## config.mk

```make
export PLATFORM = sky130hd
export DESIGN_NAME = pipe_stage_reg_flat
export DESIGN_NICKNAME = d
export VERILOG_FILES = /design/src/rtl/pipe_stage_reg_if.sv /design/src/rtl/pipe_stage_reg.sv /design/src/flat_wrapper.sv
export SDC_FILE = /design/constraint.sdc
export NUM_CORES = 1
export LEC_CHECK = 0
export ABC_AREA = 1
export CAP_MARGIN = 30
export CORE_UTILIZATION = 40
export CTS_CLUSTER_DIAMETER = 200
export DETAILED_ROUTE_END_ITERATION = 16
export PLACE_DENSITY = 0.66
export SLEW_MARGIN = 20
export SYNTH_ARGS = -nofsm -noshare
export SYNTH_HDL_FRONTEND = slang
export SYNTH_SLANG_ARGS = --single-unit
```

## constraint.sdc

```tcl
create_clock -name clk -period 2.2 [get_ports clk]
set_clock_uncertainty 0.2 [all_clocks]
set_input_delay 0.55 -clock clk [delete_from_list [all_inputs] [get_ports clk]]
set_output_delay 0.55 -clock clk [all_outputs]
set_load 0.02 [all_outputs]
```

## src/rtl/pipe_stage_reg_if.sv

```systemverilog
// Valid/ready beat channel carrying a control and a data payload.
// The producer side uses master, the consumer side uses slave.
interface pipe_stage_reg_if #(
   parameter int DATA_W = 64,
   parameter int CTRL_W = 9
);
   logic              valid;
   logic              ready;
   logic [CTRL_W-1:0] ctrl;
   logic [DATA_W-1:0] data;

   modport master (
      output valid,
      output ctrl,
      output data,
      input  ready
   );

   modport slave (
      input  valid,
      input  ctrl,
      input  data,
      output ready
   );
endinterface

```

## src/rtl/pipe_stage_reg.sv

```systemverilog
// Generic pipeline stage register: head plus skid entry behind a
// valid/ready handshake, with synchronous flush that inserts a bubble.
module pipe_stage_reg #(
   parameter int DATA_W = 64,
   parameter int CTRL_W = 9
) (
   input  logic             clk,
   input  logic             reset,
   pipe_stage_reg_if.slave  in_bus,
   pipe_stage_reg_if.master out_bus,
   input  logic             flush,
   output logic [1:0]       occupancy
);

   typedef enum logic [1:0] {
      EMPTY = 2'd0,
      ONE   = 2'd1,
      TWO   = 2'd2
   } state_t;

   state_t            state, state_n;
   logic [CTRL_W-1:0] head_ctrl, skid_ctrl;
   logic [DATA_W-1:0] head_data, skid_data;

   logic head_vld;
   logic in_ready;
   logic accept;
   logic pop;
   logic head_in, head_skid, head_clr;
   logic skid_in, skid_clr;

   // in_ready looks only at state, so out_ready never reaches it
   assign in_ready = (state != TWO) & reset;
   assign head_vld = (state != EMPTY);
   assign accept   = in_bus.valid & in_ready;
   assign pop      = head_vld & out_bus.ready;

   always_comb begin
      state_n   = state;
      head_in   = 1'b0;
      head_skid = 1'b0;
      head_clr  = 1'b0;
      skid_in   = 1'b0;
      skid_clr  = 1'b0;
      if (flush) begin
         state_n  = EMPTY;
         head_clr = 1'b1;
         skid_clr = 1'b1;
      end else begin
         unique case (state)
            EMPTY: begin
               if (accept) begin
                  state_n = ONE;
                  head_in = 1'b1;
               end
            end
            ONE: begin
               unique case (1'b1)
                  accept & ~pop: begin
                     state_n = TWO;
                     skid_in = 1'b1;
                  end
                  accept & pop: begin
                     head_in = 1'b1;
                  end
                  ~accept & pop: begin
                     state_n  = EMPTY;
                     head_clr = 1'b1;
                  end
                  default: ;
               endcase
            end
            TWO: begin
               if (pop) begin
                  state_n   = ONE;
                  head_skid = 1'b1;
                  skid_clr  = 1'b1;
               end
            end
            default: begin
               state_n  = EMPTY;
               head_clr = 1'b1;
               skid_clr = 1'b1;
            end
         endcase
      end
   end

   always_ff @(posedge clk or negedge reset) begin
      if (!reset) begin
         state <= EMPTY;
      end else begin
         state <= state_n;
      end
   end

   // Vacated entries get ctrl zeroed so a bubble always reads as a NOP
   always_ff @(posedge clk or negedge reset) begin
      if (!reset) begin
         head_ctrl <= '0;
         head_data <= '0;
      end else if (head_clr) begin
         head_ctrl <= '0;
      end else if (head_in) begin
         head_ctrl <= in_bus.ctrl;
         head_data <= in_bus.data;
      end else if (head_skid) begin
         head_ctrl <= skid_ctrl;
         head_data <= skid_data;
      end
   end

   always_ff @(posedge clk or negedge reset) begin
      if (!reset) begin
         skid_ctrl <= '0;
         skid_data <= '0;
      end else if (skid_clr) begin
         skid_ctrl <= '0;
      end else if (skid_in) begin
         skid_ctrl <= in_bus.ctrl;
         skid_data <= in_bus.data;
      end
   end

   assign in_bus.ready  = in_ready;
   assign out_bus.valid = head_vld;
   assign out_bus.ctrl  = head_ctrl;
   assign out_bus.data  = head_data;
   assign occupancy     = state;

endmodule

```

## src/flat_wrapper.sv

```systemverilog
// flat-port wrapper written by rule: the top's interface ports become plain ports
module pipe_stage_reg_flat 
#(
   parameter int DATA_W = 64,
   parameter int CTRL_W = 9
)
  (clk, reset, flush, occupancy, in_bus_valid, in_bus_ctrl, in_bus_data, in_bus_ready, out_bus_valid, out_bus_ctrl, out_bus_data, out_bus_ready);
  pipe_stage_reg_if #(.DATA_W(DATA_W), .CTRL_W(CTRL_W)) in_bus_i ();
  pipe_stage_reg_if #(.DATA_W(DATA_W), .CTRL_W(CTRL_W)) out_bus_i ();
  input  logic clk;
  input  logic reset;
  input  logic flush;
  output logic [1:0] occupancy;
  input wire logic [$bits(in_bus_i.valid)-1:0] in_bus_valid;
  input wire logic [$bits(in_bus_i.ctrl)-1:0] in_bus_ctrl;
  input wire logic [$bits(in_bus_i.data)-1:0] in_bus_data;
  output wire logic [$bits(in_bus_i.ready)-1:0] in_bus_ready;
  output wire logic [$bits(out_bus_i.valid)-1:0] out_bus_valid;
  output wire logic [$bits(out_bus_i.ctrl)-1:0] out_bus_ctrl;
  output wire logic [$bits(out_bus_i.data)-1:0] out_bus_data;
  input wire logic [$bits(out_bus_i.ready)-1:0] out_bus_ready;
  assign in_bus_i.valid = in_bus_valid;
  assign in_bus_i.ctrl = in_bus_ctrl;
  assign in_bus_i.data = in_bus_data;
  assign in_bus_ready = in_bus_i.ready;
  assign out_bus_valid = out_bus_i.valid;
  assign out_bus_ctrl = out_bus_i.ctrl;
  assign out_bus_data = out_bus_i.data;
  assign out_bus_i.ready = out_bus_ready;
  pipe_stage_reg #(.DATA_W(DATA_W), .CTRL_W(CTRL_W)) u_core (.clk(clk), .reset(reset), .in_bus(in_bus_i), .out_bus(out_bus_i), .flush(flush), .occupancy(occupancy));
endmodule
```

After elaboration in Yosys (flattened, before gate mapping):

Index checks and enable logic that the tools add are counted.
Widths: inputs -> output; s select.

* equality and inequality tests: 6
* mux-type cells: 27
* bitwise gates (word level): 10
* reductions and logical operators: 10

Operators by type and width (number)
* $mux 64: 2
* $mux 9: 5
* $mux 1: 12
* $and 1x1->1: 6
* $mux 2: 3
* $ne 3x2->1 const B: 2
* $pmux 1 s2: 3
* $pmux 2 s3: 1
* $reduce_bool 2->1: 3
* $ne 4x2->1 const B: 1
* $not 1->1: 4
* $pmux 2 s2: 1
* $reduce_and 2->1: 2
* $reduce_or 2->1: 2
* $reduce_and 3->1: 1
* $reduce_bool 3->1: 1
* $eq 2x1->1 const B: 1
* $eq 2x2->1 const B: 1
* $logic_not 2->1: 1
* $ne 2x2->1 const B: 1

* bits in registers: 148
* input port bits: 78
* output and inout port bits: 77

Longest topological paths before layout:

Gate-level depths: netlist of the first run.

* depth in word-level cells: 10
* gate-level depth with buffers: 13

Worst setup path after synthesis of the first run:

OpenSTA, ideal clock, no wires.

* path type: register -> register
* start point: reg u_core.state[1] (netlist: u_core.occupancy[1])
* end point: reg u_core.head_data[10] (netlist: u_core.out_bus.data[10])
* arrival time: 1.999 ns
* data required time: 1.882 ns
* setup slack: -0.117 ns
* stages on the path, launching flop included: 12
* buffers on the path: 2
* clock period less this slack: 2.317 ns
* path through: dfrtp_1 > inv_2 > nor2_2 > nor2_1 > nand2_1 > ha_1 > a21oi_1 > nand2_1 > buf_2 > buf_2 > nand2_1 > nand2_1

* cells in the longest elaborated chain, start to end: 10
* elaborated cells between the ends (all ways): 26

Ends and longest elaborated chain
* start, declared: RTL line pipe_stage_reg.sv:21 `state_t state, state_n;`
* start signal, assigned: RTL line pipe_stage_reg.sv:93 `state <= state_n;`
* $ne 2x2->1 *: RTL line pipe_stage_reg.sv:33 `assign in_ready = (state != TWO) & reset;`
* $and 1x1->1 *: RTL line pipe_stage_reg.sv:33
* net in_bus_ready: RTL line flat_wrapper.sv:17 `output wire logic [$bits(in_bus_i.ready)-1:0] in_bus_ready;`
* $and 1x1->1 *: RTL line pipe_stage_reg.sv:35 `assign accept = in_bus.valid & in_ready;`
* $not 1->1: RTL line pipe_stage_reg.sv:66 `~accept & pop: begin`
* $and 1x1->1: RTL line pipe_stage_reg.sv:66
* $mux 1: RTL line pipe_stage_reg.sv:58 `unique case (1'b1)`
* $pmux 1 s2: RTL line pipe_stage_reg.sv:50 `unique case (state)`
* $mux 1: RTL line pipe_stage_reg.sv:45 `if (flush) begin`
* $not 1->1 (no line)
* $reduce_and 2->1 (no line)
* end signal, assigned: RTL line pipe_stage_reg.sv:106 `head_data <= in_bus.data;`
* end signal, assigned: RTL line pipe_stage_reg.sv:109 `head_data <= skid_data;`
* end, declared: RTL line pipe_stage_reg.sv:23 `logic [DATA_W-1:0] head_data, skid_data;`

The timed path passes the listed nets; every way through them passes the cells marked *.
A chain may end at the register's enable or synchronous reset.

Final worst setup path of the first run:

* start point: reg u_core.state[1] (netlist: u_core.occupancy[1])
* end point: out occupancy[1]

RTL lines
* end, declared: RTL line flat_wrapper.sv:13 `output logic [1:0] occupancy;`

No word-level cell between the ends.

==> results.sh, run 1 <==
export IMPL_peakVddDrop_uv=541
export IMPL_syn_inst=889
export IMPL_hold_violations=0
export IMPL_worstPathArrival_ps=1420
export IMPL_clockBufferDepth=2
export IMPL_routabilityCongestion=0.809
export IMPL_n_fill_cell=1481
export IMPL_slew_headroom_pct=48.3
export IMPL_yosysUniqueCellTypes=22
export IMPL_cts_tree="yes"
export IMPL_maxCapViolations=0
export IMPL_die_x_um=133
export IMPL_die_h_um=133
export IMPL_grt_use_total_pct=20.7
export IMPL_cts_inserted_buffers=17
export IMPL_drt_first_pass_iters=4
export IMPL_hold_class="input pin to async pin"
export IMPL_worst_pin_slew_ps=775
export IMPL_drv_slew=0
export IMPL_core_um2=16700
export IMPL_synth_common_cells="nand2_1 (295), inv_1 (151), nand3_1 (149)"
export IMPL_hpwlAfterDp_mm=10.9
export IMPL_clock_sinks=148
export IMPL_grt_pass1_vias=5832
export IMPL_synth_top_area_share_pct=53.7
export IMPL_ant_nets=0
export IMPL_globalRoute_totalOverflow=0
export IMPL_post_place_ws_ps=-420
export IMPL_yosysWarnings=0
export IMPL_ys_seq_area_share_pct=53.7
export IMPL_drtIter0Drc=562
export IMPL_required_ps=1450
export IMPL_cp_end_kind="output port"
export IMPL_grt_pass1_wl_mm=29.0
export IMPL_async_flop_share_pct=100
export IMPL_setup_ws_ps=32.2
export IMPL_yosysMostFrequentCell="nand2_1"
export IMPL_start_util_pct=41.3
export IMPL_crit_type="flip-flop to output port"
export IMPL_drc=0
export IMPL_whs_ps=238
export IMPL_port_buffer_count=154
export IMPL_wirelength_mm=18.0
export IMPL_fin_nets=1130
export IMPL_wl_per_cell_um=14.1
export IMPL_setup_viol=0
export IMPL_start_kind="flip-flop"
export IMPL_layout_min_cycle_time_ps=2170
export IMPL_dr_total_vias=6125
export IMPL_finalNonFillerCells=1280
export IMPL_p_leak_nw=5.26
export IMPL_hold_buffers=0
export IMPL_synth_top_flop_cell="dfrtp_1"
export IMPL_syn_area_um2=6890
export IMPL_fmax_ghz=0.461
export IMPL_syn_to_final_growth_pct=40.8
export IMPL_power_density_nw_per_um2=1030
export IMPL_h_tree_depth=4
export IMPL_path_clk_slew_ps=60
export IMPL_ys_ff_latch=148
export IMPL_synth_top_area_cell="dfrtp_1"
export IMPL_layout_drive_gt1_share_pct=8.21
export IMPL_num_rows=47
export IMPL_synth_nets=970
export IMPL_avgSynthCellArea_um2=7.75
export IMPL_vias_per_cell=4.79
export IMPL_status="finished clean"
export IMPL_io_pins=155
export IMPL_dpl_cell_count=1243
export IMPL_clock_root_buffer="clkbuf_16"
export IMPL_worstPathMaxFanout=3
export IMPL_dieArea_um2=17800
export IMPL_period_share_pct=98.5
export IMPL_antenna_found_initial=0
export IMPL_diodes=0
export IMPL_synth_edf_count=0
export IMPL_grt_max_degree=149
export IMPL_grt_setup_unrepaired="yes"
export IMPL_clock_latency_ps=420
export IMPL_synth_area_top_cells="dfrtp_1 (54%), nand2_1 (16%), nand3_1 (11%)"
==> cells by family after synthesis <==
kind of cell	share of synthesized area [%]
simple gates	27.7
fa+ha+maj	0.545
buf+inv	12.3
compound gates	5.63
flops	53.7
==> registers in the layout, summed over array words and instances, names as in the netlist <==
name                 flops
u_core.out_bus.data     64
u_core.occupancy         2
u_core.skid_data        64
u_core.out_bus.ctrl      9
u_core.skid_ctrl         9
==> what timing repair did <==
item / 4_1_cts / 5_1_grt
setup buffers: 0 / 1
pin swaps: 0 / 4
gates cloned: 0 / 6
gates resized for setup: 6 / 37
endpoints found under the setup margin: 51 / 123
==> worst paths after layout <==
check	slack [ps]	endpoint	from	depth (start not counted)
worst max-delay path	30	occupancy[1]	u_core.occupancy[1]	3
worst min-delay path	240	u_core.out_bus.data[2]	reset	3
worst max register to register	80	u_core.out_bus.ctrl[8]	u_core.occupancy[1]	13
worst min register to register	270	u_core.out_bus.data[15]	u_core.out_bus.data[15]	2
max in group asynchronous	1030	u_core.out_bus.data[5]	reset	3
min in group clk	270	u_core.out_bus.data[15]	u_core.out_bus.data[15]	2
==> stage by stage <==
stage / setup TNS, ps / total power [mW] / util, % / instance area, µm²
floorplan: -7.05 / 5.56 / - / 6890
global placement: -35710 / 6.95 / 52.8 / 8820
detailed placement: -41420 / 7.00 / 52.8 / 8820
CTS: -230 / 10.1 / 56.5 / 9430
global route: -242 / 10.7 / 58.1 / 9700
finish: 0 / 10.0 / 58.1 / 9700
==> cell usage in the layout (no fill, tap or decap), drive strengths merged, types with 6 or more instances in the layout <==
master         count
buf               35
clkdlybuf4s50    139
o21ai             64
clkbuf            29
o22ai              9
nand3            149
dfrtp            148
nor2               6
dlymetal6s2s       9
nand2            296
inv              155
==> per-layer routing <==
metal | track usage [%] | vias to the layer above | routed length, µm
met4 | 5.93 | 0 | 123
met5 | 0 | - | 0
met1 | 28.6 | 2870 | 8340
li1 | - | 3054 | -
met2 | 31.9 | 189 | 8320
met3 | 5.63 | 12 | 1260
==> power by group <==
group | leakage (nW) | switching, mW | internal, mW | total (mW)
Combinational | 3.02 | 1.60 | 1.43 | 3.03
Sequential | 1.94 | 0.450 | 3.52 | 3.97
Clock | 0.295 | 1.10 | 1.94 | 3.04
==> layout make-up <==
type                       instances  area, µm²  share of cell area, %
tap                              220        275                   2.84
clock buffer                      21        460                   4.75
inverter                         155        587                   6.05
sequential                       148       3700                   38.2
timing repair buffer             194       2110                   21.7
clock inverter                     9        154                   1.59
multi-input combinational        533       2420                   24.9
==> worst max-delay path, stage by stage, from the launching register on <==
cell and delay [ps]:
dfrtp_1 400, buf_4 160, buf_4 140, clkdlybuf4s15_1 300
Power figures use the tool's default switching activity.
==> run 2: changes to the inputs <==
Settings changed: SLEW_MARGIN 20 to 5.
==> results of run 2 <==
No change in the layout: final DEF, timing and power equal those of run 1.
==> run 3: changes to the inputs <==
Settings changed: CAP_MARGIN 30 to not set, CORE_UTILIZATION 40 to 51, PLACE_DENSITY 0.66 to 0.81, SETUP_SLACK_MARGIN set to 0.2.
==> results.sh, run 3 <==
export IMPL_clockBufferDepth=2
export IMPL_io_pins=155
export IMPL_cts_inserted_buffers=17
export IMPL_yosysWarnings=0
export IMPL_worst_endpoint_pin_kind="register data pin"
export IMPL_globalRoute_totalOverflow=526
export IMPL_hpwlAfterDp_mm=10.5
export IMPL_die_x_um=118
export IMPL_ys_ff_latch=148
export IMPL_synth_nets=970
export IMPL_grt_use_total_pct=89.2
export IMPL_syn_area_um2=6890
export IMPL_antenna_found_initial=2
export IMPL_error_line="[ERROR GRT-0232] Routing congestion too high. Check the congestion heatmap in the GUI."
export IMPL_clock_root_buffer="clkbuf_16"
export IMPL_num_rows=42
export IMPL_synth_top_area_share_pct=53.7
export IMPL_async_flop_share_pct=100
export IMPL_clock_sinks=148
export IMPL_synth_edf_count=0
export IMPL_avgSynthCellArea_um2=7.75
export IMPL_die_h_um=118
export IMPL_ys_seq_area_share_pct=53.7
export IMPL_synth_area_top_cells="dfrtp_1 (54%), nand2_1 (16%), nand3_1 (11%)"
export IMPL_syn_inst=889
export IMPL_routabilityCongestion=0.874
export IMPL_h_tree_depth=4
export IMPL_synth_top_flop_cell="dfrtp_1"
export IMPL_yosysMostFrequentCell="nand2_1"
export IMPL_yosysUniqueCellTypes=22
export IMPL_synth_top_area_cell="dfrtp_1"
export IMPL_crit_endpoint="u_core.out_bus.data[46]$_DFFE_PN0P_/D"
export IMPL_port_buffer_count=154
export IMPL_place_area_um2=8770
export IMPL_status="did not finish"
export IMPL_post_place_ws_ps=-371
export IMPL_grt_max_degree=149
export IMPL_synth_common_cells="nand2_1 (295), inv_1 (151), nand3_1 (149)"
export IMPL_start_util_pct=52.2
export IMPL_hold_buffers=0
export IMPL_lastStage="global routing"
run 3: per-layer routing:
metal,global-route usage (%),overflow
met1,84.7,4
met2,111,349
met3,68.5,1
met4,106,172
met5,10.7,0
run 3: repair_timing:
action | 4_1_cts
setup buffers | 38
resized for setup | 227
cloned | 36
pin swaps | 51
endpoints found under the setup margin | 188
run 3: logic make-up after synthesis:
group           count (synthesis)  share of synthesized area (%)
simple gates                  455                           27.7
buf+inv                       208                           12.3
flops                         148                           53.7
compound gates                 75                           5.63
fa+ha+maj                       3                          0.545
run 3: stage by stage:
| step | utilization, % | cells |
|---|---|---|
| floorplan | - | 889 |
| global placement | 66.5 | 1190 |
| detailed placement | 66.5 | 1190 |
| CTS | 85.6 | 1296 |
==> run 4: changes to the inputs <==
Settings changed: CORE_UTILIZATION 51 to 40, CTS_CLUSTER_DIAMETER 200 to not set, PLACE_DENSITY 0.81 to not set, PLACE_DENSITY_LB_ADDON set to 0.15, SETUP_SLACK_MARGIN 0.2 to not set.
==> results.sh, run 4 (synthesis results as in run 1) <==
export IMPL_status="finished clean"
export IMPL_grt_max_degree=149
export IMPL_required_ps=1450
export IMPL_dieArea_um2=17800
export IMPL_path_clk_slew_ps=60
export IMPL_power_density_nw_per_um2=1020
export IMPL_start_kind="flip-flop"
export IMPL_drc=0
export IMPL_worstPathMaxFanout=2
export IMPL_die_x_um=133
export IMPL_setup_ws_ps=37.1
export IMPL_cts_tree="yes"
export IMPL_wl_per_cell_um=14.4
export IMPL_globalRoute_totalOverflow=0
export IMPL_slowest_delay_ps=620
export IMPL_hold_class="input pin to async pin"
export IMPL_start_util_pct=41.3
export IMPL_clock_sinks=148
export IMPL_die_h_um=133
export IMPL_grt_pass1_vias=5531
export IMPL_dr_total_vias=6119
export IMPL_core_um2=16700
export IMPL_final_common_cell="nand2_1"
export IMPL_worstPathArrival_ps=1410
export IMPL_layout_drive_gt1_share_pct=9.89
export IMPL_cts_inserted_buffers=17
export IMPL_diodes=0
export IMPL_clock_root_buffer="clkbuf_16"
export IMPL_crit_family="buffers and inverters"
export IMPL_drtIter0Drc=429
export IMPL_critical_path_slowest_cell="clkdlybuf4s50_1"
export IMPL_drv_slew=0
export IMPL_grt_use_total_pct=20.3
export IMPL_port_buffer_count=154
export IMPL_dpl_cell_count=1244
export IMPL_fmax_ghz=0.462
export IMPL_crit_buf_inv=1
export IMPL_maxCapViolations=0
export IMPL_n_fill_cell=1514
export IMPL_routabilityCongestion=0.848
export IMPL_vias_per_cell=4.74
export IMPL_cp_end_kind="output port"
export IMPL_use_met3_pct=4.79
export IMPL_ant_nets=0
export IMPL_drt_first_pass_iters=5
export IMPL_setup_viol=0
export IMPL_post_place_ws_ps=-420
export IMPL_hpwlAfterDp_mm=10.9
export IMPL_grt_setup_unrepaired="yes"
export IMPL_path_cells="clkdlybuf4s50_1"
export IMPL_p_leak_nw=5.35
export IMPL_num_rows=47
export IMPL_finalSetupTns_ps=0
export IMPL_finalNonFillerCells=1292
export IMPL_grtUsageMet1_pct=27.6
export IMPL_final_cell_mix="nand2_1 (291), inv_1 (150), nand3_1 (146), dfrtp_1 (146), clkdlybuf4s50_1 (139)"
export IMPL_p_total_mw=10.1
export IMPL_syn_to_final_growth_pct=44.3
export IMPL_crit_type="flip-flop to output port"
export IMPL_peakVddDrop_uv=591
export IMPL_grt_pass1_wl_mm=28.3
export IMPL_clockBufferDepth=2
export IMPL_h_tree_depth=4
export IMPL_wirelength_mm=18.6
export IMPL_antenna_found_initial=0
export IMPL_layout_min_cycle_time_ps=2160
export IMPL_grt_busiest_layer="met2"
export IMPL_io_pins=155
export IMPL_period_share_pct=98.3
export IMPL_fin_nets=1140
export IMPL_worst_pin_slew_ps=802
export IMPL_grt_use_met2_pct=32.5
export IMPL_hold_violations=0
export IMPL_clock_latency_ps=420
export IMPL_slew_headroom_pct=46.5
## run 4: power by group
part	internal, mW	switching [mW]
Combinational	1.48	1.62
Clock	1.93	1.15
Sequential	3.52	0.440
## run 4: layout make-up
type | instances | area (µm²) | area share [%]
sequential | 148 | 3710 | 37.3
tap | 220 | 275 | 2.77
multi-input combinational | 534 | 2490 | 25.0
clock inverter | 12 | 179 | 1.80
clock buffer | 20 | 447 | 4.49
timing repair buffer | 203 | 2260 | 22.7
inverter | 155 | 594 | 5.98
## run 4: what timing repair did
action	4_1_cts	5_1_grt
endpoints found under the setup margin	78	91
cloned	0	12
pin swaps	1	8
setup buffers	1	4
resized for setup	13	39
hold buffers	0	0
## run 4: layer usage
metal  wire [µm]  part of all wire [%]
met1        8550                    46
met2        9090                    49
met3         892                   4.8
met4         102                  0.55
met5           0                     0
## run 4: final timing paths
path | start | endpoint | slack (ps) | cells past startpoint
min | reset | u_core.out_bus.data[7] | 160 | 3
min reg2reg | u_core.out_bus.data[30] | u_core.out_bus.data[30] | 270 | 2
max | u_core.out_bus.data[1] | out_bus_data[1] | 40 | 1
max reg2reg | u_core.occupancy[1] | u_core.out_bus.ctrl[8] | 90 | 13
min in group clk | u_core.out_bus.data[30] | u_core.out_bus.data[30] | 270 | 2
max in group asynchronous | reset | u_core.occupancy[1] | 1010 | 3
## run 4: metrics by stage
| stage | utilization, % | hold slack (ps) | instance area (µm²) |
|---|---|---|---|
| final | 59.6 | 161 | 9950 |
| after global routing | 59.6 | 267 | 9950 |
| after CTS | 57.0 | 229 | 9520 |
| after detailed placement | 53.1 | 265 | 8860 |
| after global placement | 53.1 | 261 | 8860 |
| after floorplan | - | 54.4 | 6890 |
